==> config.mk <==
export PLATFORM = sky130hd
export DESIGN_NAME = memory_access_stage_flat
export DESIGN_NICKNAME = d
export VERILOG_FILES = /design/src/rtl/memory_access_stage_if.sv /design/src/rtl/memory_access_stage.sv /design/src/flat_wrapper.sv
export SDC_FILE = /design/constraint.sdc
export NUM_CORES = 1
export LEC_CHECK = 0
export CORE_ASPECT_RATIO = 0.7
export CORE_MARGIN = 2
export CORE_UTILIZATION = 25
export CTS_CLUSTER_DIAMETER = 200
export DETAILED_ROUTE_END_ITERATION = 7
export PLACE_DENSITY = 0.54
export RECOVER_POWER = 50
export SKIP_CTS_REPAIR_TIMING = 1
export SYNTH_ARGS = -nofsm -noshare
export SYNTH_HDL_FRONTEND = slang
export SYNTH_SLANG_ARGS = --single-unit
export TNS_END_PERCENT = 5
==> constraint.sdc <==
create_clock -name clk_i -period 2.5 [get_ports clk_i]
set_input_delay 0.5 -clock clk_i [delete_from_list [all_inputs] [get_ports clk_i]]
set_output_delay 0.5 -clock clk_i [all_outputs]
set_load 0.02 [all_outputs]
==> src/rtl/memory_access_stage_if.sv <==
// Data-memory bus between the memory access stage (master) and the memory (slave).
// The request side is registered in the master. Ack is a one-cycle pulse, with rdata valid in the same cycle.
interface memory_access_stage_if;
  logic        mem_req;
  logic        mem_we;
  logic [29:0] mem_addr;
  logic [3:0]  mem_be;
  logic [31:0] mem_wdata;
  logic        mem_ack;
  logic [31:0] mem_rdata;

  modport master (
    output mem_req, mem_we, mem_addr, mem_be, mem_wdata,
    input  mem_ack, mem_rdata
  );

  modport slave (
    input  mem_req, mem_we, mem_addr, mem_be, mem_wdata,
    output mem_ack, mem_rdata
  );
endinterface

==> src/rtl/memory_access_stage.sv <==
// MEM stage: issues loads/stores from EX/MEM on the req/ack data bus, stalls earlier stages
// while an access is pending, formats load data and registers the result into MEM/WB.
module memory_access_stage #(
  parameter int unsigned TIMEOUT_CYCLES = 64
) (
  input  logic                  clk_i,
  input  logic                  rst_i,
  input  logic [31:0]           alu_out_ex_mem_i,
  input  logic [31:0]           rs2_ex_mem_i,
  input  logic [4:0]            rd_ex_mem_i,
  input  logic [1:0]            wb_sel_ex_mem_i,
  input  logic [2:0]            funct3_ex_mem_i,
  input  logic                  is_load_instr_ex_mem_i,
  input  logic                  is_store_instr_ex_mem_i,
  memory_access_stage_if.master mem_bus,
  output logic                  busywait_o,
  output logic [4:0]            rd_mem_wb_o,
  output logic [31:0]           alu_out_mem_wb_o,
  output logic [31:0]           rd_data_mem_wb_o,
  output logic [1:0]            wb_sel_mem_wb_o,
  output logic                  is_load_instr_mem_wb_o,
  output logic                  misaligned_o,
  output logic                  bus_error_o
);

  localparam int unsigned CNT_W = (TIMEOUT_CYCLES > 2) ? $clog2(TIMEOUT_CYCLES) : 1;
  localparam logic [CNT_W-1:0] CNT_LAST = CNT_W'(TIMEOUT_CYCLES - 1);

  typedef enum logic [0:0] {
    ST_IDLE   = 1'b0,
    ST_ACCESS = 1'b1
  } state_e;

  state_e      state_q, state_d;
  logic [CNT_W-1:0] cnt_q, cnt_d;
  logic        req_q, req_d;
  logic        we_q, we_d;
  logic [3:0]  be_q, be_d;
  logic [31:0] wdata_q, wdata_d;
  logic [2:0]  f3_q, f3_d;
  logic [4:0]  rd_lat_q, rd_lat_d;
  logic [1:0]  wbsel_lat_q, wbsel_lat_d;
  logic [31:0] alu_lat_q, alu_lat_d;
  logic        ld_lat_q, ld_lat_d;
  logic [4:0]  wb_rd_q, wb_rd_d;
  logic [31:0] wb_alu_q, wb_alu_d;
  logic [31:0] wb_data_q, wb_data_d;
  logic [1:0]  wb_sel_q, wb_sel_d;
  logic        wb_ld_q, wb_ld_d;
  logic        mis_q, mis_d;
  logic        berr_q, berr_d;
  logic        busy_s;
  logic        access_s;
  logic        misaligned_s;
  logic [3:0]  st_be_s;
  logic [31:0] st_wdata_s;

  function automatic logic [31:0] format_load(input logic [2:0]  f3,
                                              input logic [1:0]  off,
                                              input logic [31:0] word);
    logic [7:0]  b;
    logic [15:0] h;
    case (off)
      2'b00:   b = word[7:0];
      2'b01:   b = word[15:8];
      2'b10:   b = word[23:16];
      2'b11:   b = word[31:24];
      default: b = word[7:0];
    endcase
    h = off[1] ? word[31:16] : word[15:0];
    case (f3)
      3'b000:  format_load = {{24{b[7]}}, b};
      3'b100:  format_load = {24'h000000, b};
      3'b001:  format_load = {{16{h[15]}}, h};
      3'b101:  format_load = {16'h0000, h};
      default: format_load = word;
    endcase
  endfunction

  assign access_s     = is_load_instr_ex_mem_i | is_store_instr_ex_mem_i;
  assign misaligned_s = ((funct3_ex_mem_i[1:0] == 2'b01) & alu_out_ex_mem_i[0]) |
                        ((funct3_ex_mem_i == 3'b010) & (alu_out_ex_mem_i[1:0] != 2'b00));

  // Store lane placement: narrow data is replicated so any enabled lane carries it.
  always_comb begin
    st_be_s    = 4'b1111;
    st_wdata_s = rs2_ex_mem_i;
    case (funct3_ex_mem_i[1:0])
      2'b00: begin
        st_be_s    = 4'b0001 << alu_out_ex_mem_i[1:0];
        st_wdata_s = {4{rs2_ex_mem_i[7:0]}};
      end
      2'b01: begin
        st_be_s    = 4'b0011 << alu_out_ex_mem_i[1:0];
        st_wdata_s = {2{rs2_ex_mem_i[15:0]}};
      end
      default: begin
        st_be_s    = 4'b1111;
        st_wdata_s = rs2_ex_mem_i;
      end
    endcase
  end

  // Access FSM next-state, stall and MEM/WB next values; bubble is the default.
  always_comb begin
    state_d     = state_q;
    cnt_d       = cnt_q;
    req_d       = req_q;
    we_d        = we_q;
    be_d        = be_q;
    wdata_d     = wdata_q;
    f3_d        = f3_q;
    rd_lat_d    = rd_lat_q;
    wbsel_lat_d = wbsel_lat_q;
    alu_lat_d   = alu_lat_q;
    ld_lat_d    = ld_lat_q;
    wb_rd_d     = 5'd0;
    wb_alu_d    = wb_alu_q;
    wb_data_d   = wb_data_q;
    wb_sel_d    = wb_sel_q;
    wb_ld_d     = 1'b0;
    mis_d       = 1'b0;
    berr_d      = 1'b0;
    busy_s      = 1'b0;
    case (state_q)
      ST_IDLE: begin
        if (access_s) begin
          if (misaligned_s) begin
            mis_d = 1'b1;
          end else begin
            state_d     = ST_ACCESS;
            cnt_d       = '0;
            req_d       = 1'b1;
            we_d        = is_store_instr_ex_mem_i;
            be_d        = st_be_s;
            wdata_d     = st_wdata_s;
            f3_d        = funct3_ex_mem_i;
            rd_lat_d    = rd_ex_mem_i;
            wbsel_lat_d = wb_sel_ex_mem_i;
            alu_lat_d   = alu_out_ex_mem_i;
            ld_lat_d    = is_load_instr_ex_mem_i;
            busy_s      = 1'b1;
          end
        end else begin
          wb_rd_d   = rd_ex_mem_i;
          wb_alu_d  = alu_out_ex_mem_i;
          wb_data_d = 32'h0000_0000;
          wb_sel_d  = wb_sel_ex_mem_i;
          wb_ld_d   = 1'b0;
        end
      end
      ST_ACCESS: begin
        if (mem_bus.mem_ack) begin
          state_d   = ST_IDLE;
          req_d     = 1'b0;
          cnt_d     = '0;
          wb_rd_d   = rd_lat_q;
          wb_alu_d  = alu_lat_q;
          wb_data_d = format_load(f3_q, alu_lat_q[1:0], mem_bus.mem_rdata);
          wb_sel_d  = wbsel_lat_q;
          wb_ld_d   = ld_lat_q;
        end else if (cnt_q == CNT_LAST) begin
          state_d = ST_IDLE;
          req_d   = 1'b0;
          cnt_d   = '0;
          berr_d  = 1'b1;
        end else begin
          busy_s = 1'b1;
          cnt_d  = cnt_q + CNT_W'(1);
        end
      end
      default: begin
        state_d = ST_IDLE;
        req_d   = 1'b0;
        cnt_d   = '0;
      end
    endcase
  end

  // State, bus request and MEM/WB registers.
  always_ff @(posedge clk_i or negedge rst_i) begin
    if (!rst_i) begin
      state_q     <= ST_IDLE;
      cnt_q       <= '0;
      req_q       <= 1'b0;
      we_q        <= 1'b0;
      be_q        <= 4'b0000;
      wdata_q     <= 32'h0000_0000;
      f3_q        <= 3'b000;
      rd_lat_q    <= 5'd0;
      wbsel_lat_q <= 2'b00;
      alu_lat_q   <= 32'h0000_0000;
      ld_lat_q    <= 1'b0;
      wb_rd_q     <= 5'd0;
      wb_alu_q    <= 32'h0000_0000;
      wb_data_q   <= 32'h0000_0000;
      wb_sel_q    <= 2'b00;
      wb_ld_q     <= 1'b0;
      mis_q       <= 1'b0;
      berr_q      <= 1'b0;
    end else begin
      state_q     <= state_d;
      cnt_q       <= cnt_d;
      req_q       <= req_d;
      we_q        <= we_d;
      be_q        <= be_d;
      wdata_q     <= wdata_d;
      f3_q        <= f3_d;
      rd_lat_q    <= rd_lat_d;
      wbsel_lat_q <= wbsel_lat_d;
      alu_lat_q   <= alu_lat_d;
      ld_lat_q    <= ld_lat_d;
      wb_rd_q     <= wb_rd_d;
      wb_alu_q    <= wb_alu_d;
      wb_data_q   <= wb_data_d;
      wb_sel_q    <= wb_sel_d;
      wb_ld_q     <= wb_ld_d;
      mis_q       <= mis_d;
      berr_q      <= berr_d;
    end
  end

  assign mem_bus.mem_req   = req_q;
  assign mem_bus.mem_we    = we_q;
  assign mem_bus.mem_addr  = alu_lat_q[31:2];
  assign mem_bus.mem_be    = be_q;
  assign mem_bus.mem_wdata = wdata_q;

  assign busywait_o             = busy_s;
  assign rd_mem_wb_o            = wb_rd_q;
  assign alu_out_mem_wb_o       = wb_alu_q;
  assign rd_data_mem_wb_o       = wb_data_q;
  assign wb_sel_mem_wb_o        = wb_sel_q;
  assign is_load_instr_mem_wb_o = wb_ld_q;
  assign misaligned_o           = mis_q;
  assign bus_error_o            = berr_q;

endmodule

==> src/flat_wrapper.sv <==
// flat-port wrapper written by rule: the top's interface ports become plain ports
module memory_access_stage_flat 
#(
  parameter int unsigned TIMEOUT_CYCLES = 64
)
  (clk_i, rst_i, alu_out_ex_mem_i, rs2_ex_mem_i, rd_ex_mem_i, wb_sel_ex_mem_i, funct3_ex_mem_i, is_load_instr_ex_mem_i, is_store_instr_ex_mem_i, busywait_o, rd_mem_wb_o, alu_out_mem_wb_o, rd_data_mem_wb_o, wb_sel_mem_wb_o, is_load_instr_mem_wb_o, misaligned_o, bus_error_o, mem_bus_mem_req, mem_bus_mem_we, mem_bus_mem_addr, mem_bus_mem_be, mem_bus_mem_wdata, mem_bus_mem_ack, mem_bus_mem_rdata);
  memory_access_stage_if mem_bus_i ();
  input  logic clk_i;
  input  logic rst_i;
  input  logic [31:0] alu_out_ex_mem_i;
  input  logic [31:0] rs2_ex_mem_i;
  input  logic [4:0] rd_ex_mem_i;
  input  logic [1:0] wb_sel_ex_mem_i;
  input  logic [2:0] funct3_ex_mem_i;
  input  logic is_load_instr_ex_mem_i;
  input  logic is_store_instr_ex_mem_i;
  output logic busywait_o;
  output logic [4:0] rd_mem_wb_o;
  output logic [31:0] alu_out_mem_wb_o;
  output logic [31:0] rd_data_mem_wb_o;
  output logic [1:0] wb_sel_mem_wb_o;
  output logic is_load_instr_mem_wb_o;
  output logic misaligned_o;
  output logic bus_error_o;
  output wire logic [$bits(mem_bus_i.mem_req)-1:0] mem_bus_mem_req;
  output wire logic [$bits(mem_bus_i.mem_we)-1:0] mem_bus_mem_we;
  output wire logic [$bits(mem_bus_i.mem_addr)-1:0] mem_bus_mem_addr;
  output wire logic [$bits(mem_bus_i.mem_be)-1:0] mem_bus_mem_be;
  output wire logic [$bits(mem_bus_i.mem_wdata)-1:0] mem_bus_mem_wdata;
  input wire logic [$bits(mem_bus_i.mem_ack)-1:0] mem_bus_mem_ack;
  input wire logic [$bits(mem_bus_i.mem_rdata)-1:0] mem_bus_mem_rdata;
  assign mem_bus_mem_req = mem_bus_i.mem_req;
  assign mem_bus_mem_we = mem_bus_i.mem_we;
  assign mem_bus_mem_addr = mem_bus_i.mem_addr;
  assign mem_bus_mem_be = mem_bus_i.mem_be;
  assign mem_bus_mem_wdata = mem_bus_i.mem_wdata;
  assign mem_bus_i.mem_ack = mem_bus_mem_ack;
  assign mem_bus_i.mem_rdata = mem_bus_mem_rdata;
  memory_access_stage #(.TIMEOUT_CYCLES(TIMEOUT_CYCLES)) u_core (.clk_i(clk_i), .rst_i(rst_i), .alu_out_ex_mem_i(alu_out_ex_mem_i), .rs2_ex_mem_i(rs2_ex_mem_i), .rd_ex_mem_i(rd_ex_mem_i), .wb_sel_ex_mem_i(wb_sel_ex_mem_i), .funct3_ex_mem_i(funct3_ex_mem_i), .is_load_instr_ex_mem_i(is_load_instr_ex_mem_i), .is_store_instr_ex_mem_i(is_store_instr_ex_mem_i), .mem_bus(mem_bus_i), .busywait_o(busywait_o), .rd_mem_wb_o(rd_mem_wb_o), .alu_out_mem_wb_o(alu_out_mem_wb_o), .rd_data_mem_wb_o(rd_data_mem_wb_o), .wb_sel_mem_wb_o(wb_sel_mem_wb_o), .is_load_instr_mem_wb_o(is_load_instr_mem_wb_o), .misaligned_o(misaligned_o), .bus_error_o(bus_error_o));
endmodule
==> flow_summary.ini <==
[status]
status = finished clean

[timing]
maxSlewViolCount = 0
hold_viol = 0
tightest_slew_ns = 1.32
fin_skew_ns = 0.00702
fmax_ghz = 0.418
post-route-period-util = 0.957
finalCriticalPeriod_ns = 2.39
setup_violations = 0
fin_setup_tns_ns = 0
rsz0062_at_grt = no
slew_headroom = 0.121

[clocking]
cts.sinks = 162
cts_tree = yes
clk_latency_ns = 0.43
htreeDepth = 4
cts_made_buffers = 17
cts_buffer_depth = 2
clockRootBuffer = clkbuf_16
path_clk_slew_ns = 0.06

[critical_path]
cp.required_ns = 2.00
worstPathCellList = clkdlybuf4s50_1 > or2_0 > a311o_2 > nand2_2 > buf_4
arrival_ns = 1.89
reg2regPathDepth = 7
cp-start-kind = input pin
slowest_stage = clkdlybuf4s50_1
critPathTopFamily = buffers and inverters
end_kind = output port
cp_num_cells = 5
slowest_delay_ns = 0.45
critPathBufInv = 2
crit_fanout = 2
crit_type = input pin to output port

[layout]
nNetsFinal = 1113
fin_cells = 1397
drive_above_1_share = 0.0810
n_antenna_cell = 0
final_area_um2 = 10900
syn2layout_area_growth_pct = 45.6

[drt]
antenna_left = 0
dr.pass1.iters = 5
wl_met1_um = 11800
wl_per_cell_um = 17.4
routed.top_layer = met4
remaining_drc_errors = 0
drtIter0Drc = 309
via_per_inst = 4.54
wl_um = 24300
met3_length_um = 1880
num_vias = 6338
wl_met2_um = 10300

[placement]
portBuffers = 253
dp_hpwl_um = 17800
placedCellCount = 1367
gp_congestion = 0.815
placed_cell_area_um2 = 10500

[grt]
gr-usage-all-layers = 0.158
grt.overflow.total = 0
antenna_found_initial = 0
grt_pass1_vias = 6302
grt_first_pass_wirelength_um = 37800
grt_start_max_net_pins = 69

[floorplan]
die_h_um = 149
core_um2 = 29800
die_area_um2 = 31400
initial_core_util = 0.252
die_w_um = 211
io_pins = 254
rows = 53

[logic_synthesis]
synthDistinctLibCells = 49
synth_top_area_frac = 0.540
ys.flop_type = dfrtp_1
synth-seq-cells = 162
synth_edf_count = 0
ys_top_cells_by_area = dfrtp_1, nand2_1, mux2i_1
yosysWarningCount = 0
syn-cell-area_um2 = 7500
syn_area_per_cell_um2 = 9.75
syn_inst = 769
seq_area_frac_synth = 0.540
yosysTopAreaCell = dfrtp_1
ys_async_sr_fraction = 1.00
syn_nets = 881

[hold_path]
hold_class = input pin to async pin

[power_and_ir_drop]
leakage_nw = 4.90
peakVddDrop_uv = 373
power_density_nw_per_um2 = 1110

[job]
drv_cap = 0
## cells in the final DEF (no fill, tap or decap), drive strengths merged, types with 2 or more instances in the layout
cell / Yosys / routed
or3: 2 / 2
nor2: 24 / 24
a21o: 7 / 7
clkdlybuf4s50: 0 / 249
nor2b: 7 / 7
mux2i: 61 / 61
a221o: 16 / 16
o31ai: 4 / 4
clkbuf: 19 / 32
clkinv: 0 / 6
clkinvlp: 0 / 3
nand2: 226 / 226
o21ai: 87 / 87
nand2b: 5 / 5
and2: 4 / 4
a2111oi: 4 / 4
buf: 61 / 29
o21a: 4 / 4
a211oi: 4 / 4
a22o: 8 / 8
bufinv: 0 / 2
mux2: 8 / 8
dfrtp: 162 / 162
o21bai: 2 / 2
nand3: 7 / 7
a31oi: 5 / 5
nor3: 2 / 2
a21oi: 19 / 19
inv: 5 / 5
## power breakdown
group / internal (mW) / switching [mW] / leakage, nW
registers: 3.59 / 0.667 / 2.03
logic: 2.50 / 2.82 / 2.61
clock network: 1.45 / 1.10 / 0.264
total: 7.54 / 4.58 / 4.90
## synthesized netlist by cell type (3+ instances only)
| master | number |
|---|---|
| o31ai_1 | 4 |
| buf_6 | 3 |
| nand2_1 | 226 |
| a221o_1 | 16 |
| nor2b_1 | 7 |
| mux2_2 | 8 |
| clkbuf_1 | 18 |
| inv_1 | 5 |
| a21o_1 | 7 |
| o21a_1 | 4 |
| nor2_1 | 24 |
| nand2b_1 | 5 |
| and2_1 | 4 |
| a22o_1 | 8 |
| buf_4 | 30 |
| a211oi_1 | 4 |
| dfrtp_1 | 162 |
| buf_2 | 27 |
| nand3_1 | 7 |
| a2111oi_0 | 4 |
| a21oi_1 | 18 |
| mux2i_1 | 61 |
| o21ai_0 | 86 |
| a31oi_1 | 4 |
## registers in the layout (all words and copies together) (netlist names)
| signal | cells |
|---|---|
| u_core.alu_out_mem_wb_o | 32 |
| u_core.f3_q | 3 |
| u_core.misaligned_o | 1 |
| u_core.alu_lat_q | 32 |
| u_core.ld_lat_q | 1 |
| u_core.is_load_instr_mem_wb_o | 1 |
| u_core.wb_sel_mem_wb_o | 2 |
| u_core.mem_bus.mem_we | 1 |
| u_core.mem_bus.mem_req | 1 |
| u_core.wbsel_lat_q | 2 |
| u_core.mem_bus.mem_be | 4 |
| u_core.bus_error_o | 1 |
| u_core.state_q | 1 |
| u_core.rd_mem_wb_o | 5 |
| u_core.rd_lat_q | 5 |
| u_core.cnt_q | 6 |
| u_core.rd_data_mem_wb_o | 32 |
| u_core.mem_bus.mem_wdata | 32 |
## final cells by class
cell class / count / area [um^2]
Clock buffer: 19 / 433
Clock inverter: 11 / 116
Fill cell: 2999 / 18900
Inverter: 5 / 18.8
Multi-Input combinational cell: 522 / 2970
Sequential cell: 162 / 4060
Tap cell: 385 / 482
Timing Repair Buffer: 293 / 2850
## path summary, 6_finish.rpt
path | start | endpoint | slack (ns)
worst min-delay path | rst_i | u_core.mem_bus.mem_wdata[10]$_DFFE_PN0P_ | 0.34
max in group asynchronous | rst_i | u_core.alu_lat_q[26]$_DFFE_PN0P_ | 0.45
min in group clk_i | u_core.mem_bus.mem_wdata[9]$_DFFE_PN0P_ | u_core.mem_bus.mem_wdata[9]$_DFFE_PN0P_ | 0.47
worst max-delay path | alu_out_ex_mem_i[1] | busywait_o | 0.11
worst max register to register | u_core.state_q$_DFF_PN0_ | u_core.mem_bus.mem_wdata[3]$_DFFE_PN0P_ | 0.33
worst min register to register | u_core.mem_bus.mem_wdata[9]$_DFFE_PN0P_ | u_core.mem_bus.mem_wdata[9]$_DFFE_PN0P_ | 0.47
## through the flow
stage | total power, mW | hold slack [ns] | utilization | setup WS, ns
floorplan | 7.10 | 0.204 | - | 0.287
global placement | 9.67 | 0.460 | 0.351 | -0.00319
detailed placement | 9.71 | 0.466 | 0.351 | -0.0181
CTS | 12.3 | 0.00854 | 0.370 | 0.00578
global route | 12.9 | 0.437 | 0.367 | 0.0201
finish | 12.1 | 0.340 | 0.367 | 0.107
## routing by layer
layer  up-vias  track usage
met3        17       0.0541
met1      3063        0.222
met2       201        0.234
li1       3057            -
met5         -            0
met4         0       0.0370
## logic make-up (layout without fill, tap and decap cells)
group	count (synthesis)	count (layout)	synth area share
flops	162	162	0.540
fa+ha+maj	1	1	0.00167
buf+inv	85	328	0.0652
simple gates	281	281	0.152
compound gates	170	170	0.146
xor+xnor	1	1	0.00117
mux	69	69	0.0934
(Power assumes the default switching activity.)
